--- config.mk ---
export PLATFORM = sky130hd
export DESIGN_NAME = inst_fetch_unit
export DESIGN_NICKNAME = d
export VERILOG_FILES = /design/src/rtl/inst_fetch_unit.sv
export SDC_FILE = /design/constraint.sdc
export NUM_CORES = 1
export LEC_CHECK = 0
export ABC_AREA = 0
export CAP_MARGIN = 10
export CORE_AREA = 2 2 106 186
export DETAILED_ROUTE_END_ITERATION = 16
export DIE_AREA = 0 0 108 188
export GPL_TIMING_DRIVEN = 0
export PLACE_DENSITY = 0.76
export RECOVER_POWER = 100
export SLEW_MARGIN = 5
export SYNTH_ARGS = -nofsm -noshare
export SYNTH_HDL_FRONTEND = slang
export SYNTH_SLANG_ARGS = --single-unit
--- constraint.sdc ---
create_clock -name clk -period 2.5 [get_ports clk]
set_input_delay 0.625 -clock clk [delete_from_list [all_inputs] [get_ports clk]]
set_output_delay 0.625 -clock clk [all_outputs]
set_load 0.03 [all_outputs]
--- src/rtl/inst_fetch_unit.sv ---
// rtl/inst_fetch_unit.sv - instruction fetch unit: cache query, byte-wise miss refill, cache fill
//
// Purpose:
//   Initiator between the IF stage, a direct-mapped instruction cache and a
//   byte-wide memory port. A hit returns the cached word one cycle after the
//   query. A miss reads four sequential bytes, assembles a little-endian word,
//   writes it back through the cache fill port and returns it to IF.
//
// Ports:
//   clk, rst                 clock; synchronous active-low reset
//   if_req, if_addr          fetch request (level) and PC, low two bits ignored
//   if_flush                 abort current fetch (redirect)
//   if_valid, if_inst        one-cycle result pulse and fetched word
//   cache_query, query_addr  combinational lookup strobe and aligned address
//   inst_hit_i, inst_cache_i same-cycle cache response
//   cache_enable, fill_addr, fill_data   one-cycle cache fill write
//   mem_req, mem_addr        byte read request and byte address
//   mem_busy_i               request not accepted this cycle
//   mem_data_i               byte returned one cycle after acceptance

module inst_fetch_unit #(
    parameter int ADDR_W = 32,
    parameter int INST_W = 32
) (
    input  logic              clk,
    input  logic              rst,
    input  logic              if_req,
    input  logic [ADDR_W-1:0] if_addr,
    input  logic              if_flush,
    output logic              if_valid,
    output logic [INST_W-1:0] if_inst,
    output logic              cache_query,
    output logic [ADDR_W-1:0] query_addr,
    input  logic              inst_hit_i,
    input  logic [INST_W-1:0] inst_cache_i,
    output logic              cache_enable,
    output logic [ADDR_W-1:0] fill_addr,
    output logic [INST_W-1:0] fill_data,
    output logic              mem_req,
    output logic [ADDR_W-1:0] mem_addr,
    input  logic              mem_busy_i,
    input  logic [7:0]        mem_data_i
);

    typedef enum logic [1:0] {
        S_IDLE  = 2'd0,
        S_FETCH = 2'd1,
        S_DONE  = 2'd2
    } state_t;

    state_t            state_q;
    logic [ADDR_W-1:0] base_q;
    logic [2:0]        issue_cnt_q;
    logic [2:0]        recv_cnt_q;
    logic              rx_pend_q;
    logic [INST_W-1:0] data_q;
    logic              if_valid_q;
    logic [INST_W-1:0] if_inst_q;
    logic              cache_en_q;
    logic [ADDR_W-1:0] fill_addr_q;
    logic [INST_W-1:0] fill_data_q;

    logic              accept;
    logic              capture;
    logic [ADDR_W-1:0] aligned_addr;
    logic [INST_W-1:0] data_d;
    logic [1:0]        unused_addr_bits;

    assign unused_addr_bits = if_addr[1:0];
    assign aligned_addr     = {if_addr[ADDR_W-1:2], 2'b00};

    assign cache_query = (state_q == S_IDLE) && if_req && !if_flush;
    assign query_addr  = cache_query ? aligned_addr : '0;

    // Flush gates the request combinationally so nothing is accepted in the
    // redirect cycle.
    assign mem_req  = (state_q == S_FETCH) && (issue_cnt_q < 3'd4) && !if_flush;
    assign mem_addr = mem_req ? (base_q + {{(ADDR_W-3){1'b0}}, issue_cnt_q}) : '0;
    assign accept   = mem_req && !mem_busy_i;

    // A byte is on mem_data_i in the cycle after its acceptance; a flush in
    // that cycle discards it.
    assign capture = rx_pend_q && (state_q == S_FETCH) && !if_flush;

    // Bytes return in issue order, so the receive counter selects the lane.
    always_comb begin
        data_d = data_q;
        if (capture) begin
            case (recv_cnt_q[1:0])
                2'd0:    data_d[7:0]   = mem_data_i;
                2'd1:    data_d[15:8]  = mem_data_i;
                2'd2:    data_d[23:16] = mem_data_i;
                default: data_d[31:24] = mem_data_i;
            endcase
        end
    end

    always_ff @(posedge clk) begin
        if (!rst) begin
            state_q     <= S_IDLE;
            base_q      <= '0;
            issue_cnt_q <= '0;
            recv_cnt_q  <= '0;
            rx_pend_q   <= 1'b0;
            data_q      <= '0;
            if_valid_q  <= 1'b0;
            if_inst_q   <= '0;
            cache_en_q  <= 1'b0;
            fill_addr_q <= '0;
            fill_data_q <= '0;
        end else begin
            if_valid_q <= 1'b0;
            cache_en_q <= 1'b0;
            rx_pend_q  <= accept;

            if (if_flush) begin
                state_q <= S_IDLE;
            end else begin
                case (state_q)
                    S_IDLE: begin
                        if (if_req) begin
                            if (inst_hit_i) begin
                                if_valid_q <= 1'b1;
                                if_inst_q  <= inst_cache_i;
                            end else begin
                                base_q      <= aligned_addr;
                                issue_cnt_q <= '0;
                                recv_cnt_q  <= '0;
                                data_q      <= '0;
                                state_q     <= S_FETCH;
                            end
                        end
                    end
                    S_FETCH: begin
                        if (accept) begin
                            issue_cnt_q <= issue_cnt_q + 3'd1;
                        end
                        if (capture) begin
                            data_q     <= data_d;
                            recv_cnt_q <= recv_cnt_q + 3'd1;
                            // Last byte: present fill and result together in DONE.
                            if (recv_cnt_q == 3'd3) begin
                                state_q     <= S_DONE;
                                cache_en_q  <= 1'b1;
                                fill_addr_q <= base_q;
                                fill_data_q <= data_d;
                                if_valid_q  <= 1'b1;
                                if_inst_q   <= data_d;
                            end
                        end
                    end
                    S_DONE: begin
                        state_q <= S_IDLE;
                    end
                    default: begin
                        state_q <= S_IDLE;
                    end
                endcase
            end
        end
    end

    assign if_valid     = if_valid_q;
    assign if_inst      = if_inst_q;
    assign cache_enable = cache_en_q;
    assign fill_addr    = fill_addr_q;
    assign fill_data    = fill_data_q;

endmodule

==> summary.txt <==
Status
  • Status: complete, but fails checks
  • Failing checks: setup timing

GRT
  • Initial antenna violation count: 0
  • Largest net degree at the start of global routing: 17
  • Gr usage total: 28.0%
  • Met1 usage: 27.5%
  • Met3 Resource Use GR: 3.79%
  • GR Overflow Total: 0
  • Met2 Resource Use GR: 53.4%
  • Gr busiest metal: met2
  • Vias in the first global route: 8245
  • First-pass GRT wire length: 44000 um

Pwr
  • Total power: 6.05 mW
  • Leakage power total: 4.95 nW
  • Pwr dens: 503 nW/um2
  • Peak VDD IR: 0.397 mV

Synth
  • Ys async rst share: 0%
  • Yosys reg bits: 167
  • Number of flops mapped to enable cells by yosys: 0
  • Area share of the largest cell type after synthesis: 41.9%
  • Synthesized area per cell: 8.29 um2
  • Most numerous cell in the Yosys netlist: nand2_1
  • Post-synthesis sequential area ratio: 41.9%
  • Synth area leaders: dfxtp_1 42%, nand2_1 13%, a21boi_0 12%
  • Yosys Warn Count: 0
  • Post-synthesis cell count: 962
  • Synth top cells by count: 266 x nand2_1, 167 x dfxtp_1, 126 x a21boi_0
  • Post-synth top flop: dfxtp_1
  • Mapped cell area: 7980 um2
  • Yosys cell types: 47
  • Synth area leader: dfxtp_1

Worst setup path
  • Crit path from: base_q[2]
  • Family with the most delay on the worst path: simple AND/OR/NAND/NOR gates
  • Critical Path AT: 2.39 ns
  • Worst Path Required: 1.88 ns
  • Slowest cell on the critical path: or4_4
  • Buf/Inv on CP: 1
  • Largest stage delay, worst path: 0.59 ns
  • Crit Path Max Fanout: 6
  • RR Startpoint: recv_cnt_q[0]
  • Worst R2R End: fill_data[31]
  • Crit path launch type: flip-flop
  • Worst R2R Setup Slack: -0.10 ns
  • Critical path type: reg2out
  • Reg2Reg Depth: 7
  • CP Capture Type: primary output
  • CP cell instances: ha_4, nand3_4, or4_4, or4_4, a21oi_4, buf_6
  • Most used cell, CP: or4_4

Timing
  • Setup WS post-layout: -0.512 ns
  • Final critical-path required period: 3.01 ns
  • Max_slew headroom: 57.0%
  • Clock skew: 0.0199 ns
  • Fin Setup TNS: -20.45 ns
  • Achievable frequency: 332 MHz
  • Final hold violation count: 0
  • Unrepaired setup endpoints after global routing: true
  • Crit share post-route: 120%
  • Final setup vio count: 94
  • Worst-Margin Slew: 0.645 ns
  • Max-slew violations: 0

Clock network
  • Num CTS Buffers: 17
  • Post-CTS Hold Fix Bufs: 0
  • Worst skew pair latency: 0.44 ns
  • Root Driver: clkbuf_16
  • CTS tree: built
  • Bufs on Longest Clock Path: 2
  • Clock-pin slew on the worst setup and hold paths: 0.07 ns
  • H-tree depth: 4
  • CTS Sinks: 167

Final layout
  • # diodes: 0
  • Area delta synth->final: 50.8%
  • Share of cells above drive strength 1: 18.2%
  • Post-route cell area: 12000 um2
  • Finished Layout Cells: 1508
  • Final nets: 1341

Floorplanning
  • Initial cell density of the core: 42.3%
  • Full die area: 20300 um2
  • Core Box Area: 18900 um2
  • Die width: 108 um
  • Chip Height: 188 um
  • Number of I/O pins: 242
  • Row cnt: 67

Placement
  • Detailed Place HPWL: 20700 um
  • Global placer's final weighted congestion: 0.891
  • Port Buf Inserts: 234
  • Pre-CTS setup slack: -1.49 ns
  • Placed cells: 1440
  • DP Area: 10800 um2

Hold path
  • Worst hold stages: 2
  • Hold EP: data_q[31]
  • Hold Startpoint: data_q[31]
  • Hold/Removal Path Class: reg2reg

Drt
  • Via count: 8080
  • Vias per cell: 5.36
  • Final ANT Viol Nets: 0
  • Drt total wl: 28500 um
  • # DRC: 0
  • Avg WL per Cell: 18.9 um
  • Drt first pass iters: 5
  • DRT iter0 DRCs: 274

Flow run
  • Max Cap Violations: 0
-- what timing repair did --
action / CTS / global route
buffers inserted: 27 / 11
gates cloned: 1 / 0
resized for setup: 468 / 50
pin swaps: 22 / 22
setup endpoints to repair: 96 / 132
-- where the power goes --
group,switching [mW],leakage [nW],total (mW),internal (mW)
clock,1.21,0.284,2.72,1.51
combinational,0.345,3.31,0.604,0.259
sequential,0.0382,1.36,2.73,2.69
total,1.60,4.95,6.05,4.45
-- placed cells by master, fill, tap and decap left out, types with 8 or more instances in the layout --
master           instances
nor2_1                  11
buf_2                   23
buf_4                   45
mux2i_1                 32
dfxtp_2                  8
clkbuf_1                59
and2_1                  36
o211ai_1                32
nand2_1                264
inv_1                    9
dlygate4sd3_1           97
clkbuf_16               18
or3_1                   36
dfxtp_1                148
dfxtp_4                 11
buf_6                   31
nand4_1                  8
a21boi_0               127
clkdlybuf4s50_1         71
o211a_1                 33
-- metal layers --
metal  up-vias  share of wire [%]
met1      3821                 35
li1       3890                  -
met5         -                  0
met4         0                6.1
met3        94                3.8
met2       275                 55
-- state kept, by name, indices dropped and copies added (netlist names) --
name,cells
if_inst,32
fill_addr,30
state_q,2
rx_pend_q,1
if_valid,1
recv_cnt_q,3
base_q,30
cache_enable,1
data_q,32
issue_cnt_q,3
fill_data,32
-- cells by family (layout without fill, tap and decap cells) --
| logic type | Yosys count | in the layout | synth area share, % |
|---|---|---|---|
| muxes | 34 | 34 | 4.27 |
| DFF | 167 | 167 | 41.9 |
| buffers and inverters | 92 | 394 | 4.60 |
| other | 1 | 4 | 0.0470 |
| xor gates and xnor gates | 11 | 11 | 1.21 |
| adders and majority gates | 9 | 9 | 1.41 |
| and+or+nand+nor | 415 | 415 | 24.1 |
| AOI/OAI and AO/OA | 233 | 233 | 22.4 |
-- through the flow --
step	utilization [%]	hold WS, ns
3_3_place_gp	57.1	0.439
6_report	63.8	0.457
4_1_cts	62.7	0.457
3_5_place_dp	57.1	0.448
5_1_grt	63.8	0.472
2_1_floorplan	-	0.430
-- worst register-to-register path, delay by kind of cell, from the launching register on --
family / cells / cell delay [ns]
simple gates: 2 / 0.54
flops: 1 / 0.42
compound gates: 1 / 0.20
buf+inv: 2 / 1.05
fa+ha+maj: 2 / 0.33
-- worst max path at each step --
stage | end | slack, ns | depth (start not counted)
floorplan | mem_addr[31] | -0.05 | 4
finish | mem_addr[23] | -0.51 | 6
detailed placement | mem_addr[28] | -1.49 | 8
CTS | mem_addr[23] | -0.48 | 7
global route | mem_addr[18] | -0.54 | 8
global placement | mem_addr[28] | -1.48 | 8
-- layout make-up --
cell class              instances  area, um2
multi-input cells             706       4740
inverters                      10       37.5
clock buffers                  19        433
flip-flops and latches        167       3390
well taps                     241        302
plain buffers                  80        402
fillers                      1602       6830
repair buffers                272       2560
clock inverters                13        164
(Power assumes the default switching activity.)
